### src/rtl/controlador_microbots_pkg.sv
// Shared encodings and constants for the microbot motor controller.
package controlador_pkg;

  localparam int unsigned PWM_W      = 4;
  localparam logic [7:0]  UIO_OE_VAL = 8'hF0;
  localparam logic [3:0]  SPEED_RST  = 4'd8;

  typedef enum logic [2:0] {
    ST_IDLE    = 3'd0,
    ST_FWD     = 3'd1,
    ST_BWD     = 3'd2,
    ST_LEFT    = 3'd3,
    ST_RIGHT   = 3'd4,
    ST_BLOCKED = 3'd5
  } state_t;

  typedef enum logic [2:0] {
    OP_STOP      = 3'd0,
    OP_FWD       = 3'd1,
    OP_BWD       = 3'd2,
    OP_LEFT      = 3'd3,
    OP_RIGHT     = 3'd4,
    OP_SET_SPEED = 3'd5,
    OP_NOP6      = 3'd6,
    OP_NOP7      = 3'd7
  } opcode_t;

  function automatic logic is_moving(input state_t s);
    return (s == ST_FWD) || (s == ST_BWD) || (s == ST_LEFT) || (s == ST_RIGHT);
  endfunction

endpackage

### src/rtl/controlador_microbots_pwm_gen.sv
// Shared 16-step PWM counter driving the left and right wheel comparators.
module pwm_gen
  import controlador_pkg::*;
(
  input  logic             clk,
  input  logic             rst_n,
  input  logic             ena,
  input  logic [PWM_W-1:0] speed,
  input  logic             en_l,
  input  logic             en_r,
  output logic             pwm_l,
  output logic             pwm_r
);

  logic [PWM_W-1:0] cnt;

  always_ff @(posedge clk or negedge rst_n) begin
    if (!rst_n) begin
      cnt <= '0;
    end else if (ena) begin
      cnt <= cnt + PWM_W'(1);
    end
  end

  assign pwm_l = ena & en_l & (cnt < speed);
  assign pwm_r = ena & en_r & (cnt < speed);

endmodule

### src/rtl/controlador_microbots.sv
// Microbot top: command decode FSM, bumper synchronisers, movement watchdog.
module controlador_microbots
  import controlador_pkg::*;
#(
  parameter int unsigned WDT_W = 16
) (
  input  logic       clk,
  input  logic       rst_n,
  input  logic       ena,
  input  logic [7:0] ui_in,
  output logic [7:0] uo_out,
  input  logic [7:0] uio_in,
  output logic [7:0] uio_out,
  output logic [7:0] uio_oe
);

  logic [7:0]       ui_q;
  logic             strobe_prev;
  logic [1:0]       sync1;
  logic [1:0]       sync2;
  state_t           state;
  logic [PWM_W-1:0] speed;
  logic [WDT_W-1:0] wdt_cnt;
  logic             wdt_trip;

  logic    accept;
  opcode_t op;
  logic    front_s;
  logic    rear_s;
  logic    moving;
  logic    wdt_done;
  logic    dir_l;
  logic    dir_r;
  logic    pwm_l;
  logic    pwm_r;
  logic    unused_uio;

  assign accept     = ui_q[7] & ~strobe_prev;
  assign op         = opcode_t'(ui_q[2:0]);
  assign front_s    = sync2[0];
  assign rear_s     = sync2[1];
  assign moving     = is_moving(state);
  assign wdt_done   = (wdt_cnt == '1);
  assign unused_uio = ^uio_in[7:2];

  // Priority: bumper block, then watchdog, then the accepted command.
  // wdt_trip clear on accept sits first so a simultaneous trip still wins.
  always_ff @(posedge clk or negedge rst_n) begin
    if (!rst_n) begin
      ui_q        <= '0;
      strobe_prev <= 1'b0;
      sync1       <= '0;
      sync2       <= '0;
      state       <= ST_IDLE;
      speed       <= SPEED_RST;
      wdt_cnt     <= '0;
      wdt_trip    <= 1'b0;
    end else begin
      ui_q        <= ui_in;
      strobe_prev <= ui_q[7];
      sync1       <= uio_in[1:0];
      sync2       <= sync1;

      if (!moving || accept) wdt_cnt <= '0;
      else                   wdt_cnt <= wdt_cnt + WDT_W'(1);

      if (accept) wdt_trip <= 1'b0;

      if ((state == ST_FWD && front_s) || (state == ST_BWD && rear_s)) begin
        state <= ST_BLOCKED;
      end else if (moving && wdt_done) begin
        state    <= ST_IDLE;
        wdt_trip <= 1'b1;
      end else if (accept) begin
        if (state == ST_BLOCKED) begin
          if (op == OP_STOP) state <= ST_IDLE;
        end else begin
          case (op)
            OP_STOP:      state <= ST_IDLE;
            OP_FWD:       state <= front_s ? ST_BLOCKED : ST_FWD;
            OP_BWD:       state <= rear_s ? ST_BLOCKED : ST_BWD;
            OP_LEFT:      state <= ST_LEFT;
            OP_RIGHT:     state <= ST_RIGHT;
            OP_SET_SPEED: speed <= ui_q[6:3];
            default:      ;
          endcase
        end
      end
    end
  end

  always_comb begin
    dir_l = 1'b0;
    dir_r = 1'b0;
    case (state)
      ST_FWD:   begin dir_l = 1'b1; dir_r = 1'b1; end
      ST_LEFT:  dir_r = 1'b1;
      ST_RIGHT: dir_l = 1'b1;
      default:  ;
    endcase
  end

  pwm_gen u_pwm (
    .clk   (clk),
    .rst_n (rst_n),
    .ena   (ena),
    .speed (speed),
    .en_l  (moving),
    .en_r  (moving),
    .pwm_l (pwm_l),
    .pwm_r (pwm_r)
  );

  assign uo_out  = {state, moving, dir_r, pwm_r, dir_l, pwm_l};
  assign uio_out = {(state == ST_BLOCKED), wdt_trip, rear_s, front_s, 4'b0000};
  assign uio_oe  = UIO_OE_VAL;

endmodule

### config.mk
export PLATFORM = sky130hd
export DESIGN_NAME = controlador_microbots
export DESIGN_NICKNAME = d
export VERILOG_FILES = /design/src/rtl/controlador_microbots_pkg.sv /design/src/rtl/controlador_microbots_pwm_gen.sv /design/src/rtl/controlador_microbots.sv
export SDC_FILE = /design/constraint.sdc
export NUM_CORES = 1
export LEC_CHECK = 0
export BUFFER_PORTS_ARGS = -buffer_cell sky130_fd_sc_hd__clkbuf_2
export CAP_MARGIN = 20
export CORE_UTILIZATION = 35
export DETAILED_ROUTE_END_ITERATION = 16
export PLACE_DENSITY_LB_ADDON = 0.3
export SYNTH_ARGS = -nofsm -noshare
export SYNTH_HDL_FRONTEND = slang
export SYNTH_SLANG_ARGS = --single-unit
### constraint.sdc
create_clock -name clk -period 6.05 [get_ports clk]
set_input_delay 0 -clock clk [delete_from_list [all_inputs] [get_ports clk]]
set_output_delay 0 -clock clk [all_outputs]
set_load 0.005 [all_outputs]
==> out/metrics.csv <==
stage,metric,value,unit
global_route,grt_pass1_wl,6.09,mm
floorplan,core_area,5270,µm²
clock_tree,cts_max_level,2,
global_route,grt_pass1_vias,1360,
detailed_routing,first_pass_iters,4,
timing,finalSetupViolations,0,
critical_path,path_max_fanout,7,
placement,hpwl,2.28,mm
synth,synthArstFlopShare,1.00,
synth,synth_area,1970,µm²
global_route,overflow,0,
final_layout,synthToLayoutAreaGrowth,16.2,%
final_layout,layout-drive-gt1-share,0.161,
floorplan,die_w,77.1,µm
power_and_ir_drop,power_density,331,nW/µm²
detailed_routing,final_antenna_net_count,0,
detailed_routing,first_iter_violations,101,
critical_path,r2r-start,wdt_cnt[0],
clock_tree,cts-root-buf,clkbuf_8,
status,status,"finished, final reports clean",
timing,period_needed,2.19,ns
synth,ys_ff_latch,41,
clock_tree,clkSinkCount,41,
detailed_routing,vias,1374,
power_and_ir_drop,cellLeakagePower,0.00103,µW
clock_tree,clock_latency,0.29,ns
floorplan,die-area,5940,µm²
critical_path,worstSetupStartpointType,flop,
synth,synth_area_leader_cell,dfrtp_1,
critical_path,end_kind,flop,
critical_path,arrival,2.36,ns
floorplan,fp.dieH,77.1,µm
critical_path,required,6.22,ns
synth,synth_ff_type,dfrtp_1,
detailed_routing,drc,0,
timing,period_share,0.362,
critical_path,r2r_setup_slack,3.86,ns
detailed_routing,wl,3.38,mm
timing,rsz0062_at_grt,no,
synth,ys_seq_area_frac,0.521,
critical_path,worstReg2RegEnd,speed[0],
detailed_routing,via_per_inst,4.77,
clock_tree,clock_path_buffers,2,
synth,syn_area_per_cell,10.6,µm²
final_layout,nNetsFinal,241,
timing,final_max_slew_viol_count,0,
clock_tree,cts_tree,done,
timing,hold_viol,0,
job,maxCapViolations,0,
synth,synthCells,186,
detailed_routing,drt-wirelength-per-cell,11.8,µm
global_route,antenna_found_initial,0,
timing,fmax,456,MHz
critical_path,critical_path_class,flop to flop,
floorplan,io_pins,43,
timing,setup-tns-final,0,ns
global_route,grt_max_degree,42,
clock_tree,cts.clk_slew.worst_paths,0.08,ns
synth,yosysWarnings,0,
placement,port-buffer-count,24,
clock_tree,cts-buffers-inserted,5,
power_and_ir_drop,ir_drop,0.136,mV
final_layout,postLayoutCoreUtil,0.435,
final_layout,diodes,0,
synth,synth_area_leaders,"dfrtp_1 51%, buf_4 6.9%, ha_1 3.2%",
placement,place.gp.congestion,0.789,
hold_path,hold_class,input port to async pin,
synth,ys_types,40,
timing,skew,0.00530,ns
global_route,track_usage,0.130,
floorplan,start_util,0.374,
critical_path,worstRegToRegCells,5,
floorplan,rows,26,
synth,synth_top_area_frac,0.508,
synth,synth_edf_count,0,
worst max path at each step:
stage | cells past startpoint | from | slack [ns] | endpoint
global placement | 5 | wdt_cnt[0] | 3.90 | speed[0]
CTS | 5 | wdt_cnt[0] | 3.86 | speed[0]
detailed placement | 5 | wdt_cnt[0] | 3.88 | speed[0]
finish | 5 | wdt_cnt[0] | 3.86 | speed[0]
global route | 5 | wdt_cnt[0] | 3.76 | speed[0]
floorplan | 5 | state[0] | 4.07 | speed[0]
cell families (layout without fill, tap and decap cells):
logic type,Yosys count,count (layout),share of synthesized area
AOI/OAI and AO/OA,31,31,0.107
xor gates and xnor gates,11,11,0.0489
adders and majority gates,5,5,0.0317
buffers and inverters,29,51,0.0907
DFF,41,41,0.521
muxes,5,5,0.0286
other,2,12,0.00381
and+or+nand+nor,62,62,0.168
per-layer routing:
| metal | vias up | share of wire | track usage |
|---|---|---|---|
| met5 | - | 0 | 0 |
| met4 | 0 | 0.020 | 0.0698 |
| met3 | 5 | 0.036 | 0.0333 |
| met2 | 35 | 0.46 | 0.204 |
| met1 | 657 | 0.48 | 0.164 |
| li1 | 677 | - | - |
flip-flops by register name, indices dropped and copies added (netlist names):
| register | cells |
|---|---|
| strobe_prev | 1 |
| sync2 | 2 |
| ui_q | 8 |
| wdt_trip | 1 |
| sync1 | 2 |
| state | 3 |
| speed | 4 |
| u_pwm.cnt | 4 |
| wdt_cnt | 16 |
final cells by class:
| type | count | area, µm² |
|---|---|---|
| Clock buffer | 8 | 90.1 |
| Fill cell | 524 | 2980 |
| Inverter | 6 | 22.5 |
| Multi-Input combinational cell | 126 | 803 |
| Sequential cell | 41 | 1030 |
| Tap cell | 70 | 87.6 |
| Timing Repair Buffer | 37 | 260 |
cell usage after synthesis, types with 3 or more instances:
| cell | n |
|---|---|
| dfrtp_1 | 40 |
| buf_4 | 18 |
| nor2_1 | 14 |
| nand2_1 | 11 |
| a21oi_1 | 10 |
| inv_1 | 6 |
| nor3_1 | 6 |
| o21ai_0 | 6 |
| xnor2_1 | 6 |
| ha_1 | 5 |
| xor2_1 | 5 |
| mux2_1 | 4 |
| nand3_1 | 4 |
| nand3b_1 | 4 |
| or3_1 | 4 |
| a21o_1 | 3 |
| clkbuf_1 | 3 |
| nand4_1 | 3 |
| o21a_1 | 3 |
| o31ai_1 | 3 |
| or4_1 | 3 |
metrics by stage:
stage                     hold WS, ns  cell area (µm²)  worst slack (ns)  std cells  power [µW]
after floorplan                -0.296             2010              4.07        196         532
after detailed placement        0.110             2060              3.88        267         574
after global placement          0.109             2060              3.90        267         569
after global routing           0.0831             2290              3.76        288         819
after CTS                       0.340             2270              3.86        287         768
final                          0.0673             2290              3.86        288         759
where the power goes:
part,switching [µW],internal (µW),total (µW)
sequential,45.5,319,365
combinational,107,103,210
clock,91.5,93.1,185
layout by cell type (no fill, tap or decap), types with 2 or more instances in the layout:
| cell | instances |
|---|---|
| dfrtp_1 | 40 |
| clkbuf_2 | 24 |
| nor2_1 | 14 |
| conb_1 | 12 |
| dlygate4sd3_1 | 12 |
| nand2_1 | 11 |
| a21oi_1 | 10 |
| o21ai_0 | 6 |
| nor3_1 | 6 |
| inv_1 | 6 |
| xnor2_1 | 6 |
| clkbuf_8 | 6 |
| xor2_1 | 5 |
| ha_1 | 5 |
| nand3_1 | 4 |
| or3_1 | 4 |
| nand3b_1 | 4 |
| mux2_1 | 4 |
| or4_1 | 3 |
| o21a_1 | 3 |
| o31ai_1 | 3 |
| nand4_1 | 3 |
| a21o_1 | 3 |
| nand2b_1 | 2 |
| and2_1 | 2 |
| nor2b_1 | 2 |
| nor4_1 | 2 |
| clkbuf_1 | 2 |
repair_timing:
action	in CTS	in global routing
endpoints found under the hold margin	51	0
buffers inserted	0	0
hold buffers	12	0
resized for setup	0	0
worst max-delay path, stage by stage, from the launching register on:
cell and delay [ns]:
dfrtp_1 0.38, ha_1 0.23, nand2_1 0.13, or4_1 0.68, o211ai_4 0.30, mux2_1 0.35
Power figures use the tool's default switching activity.
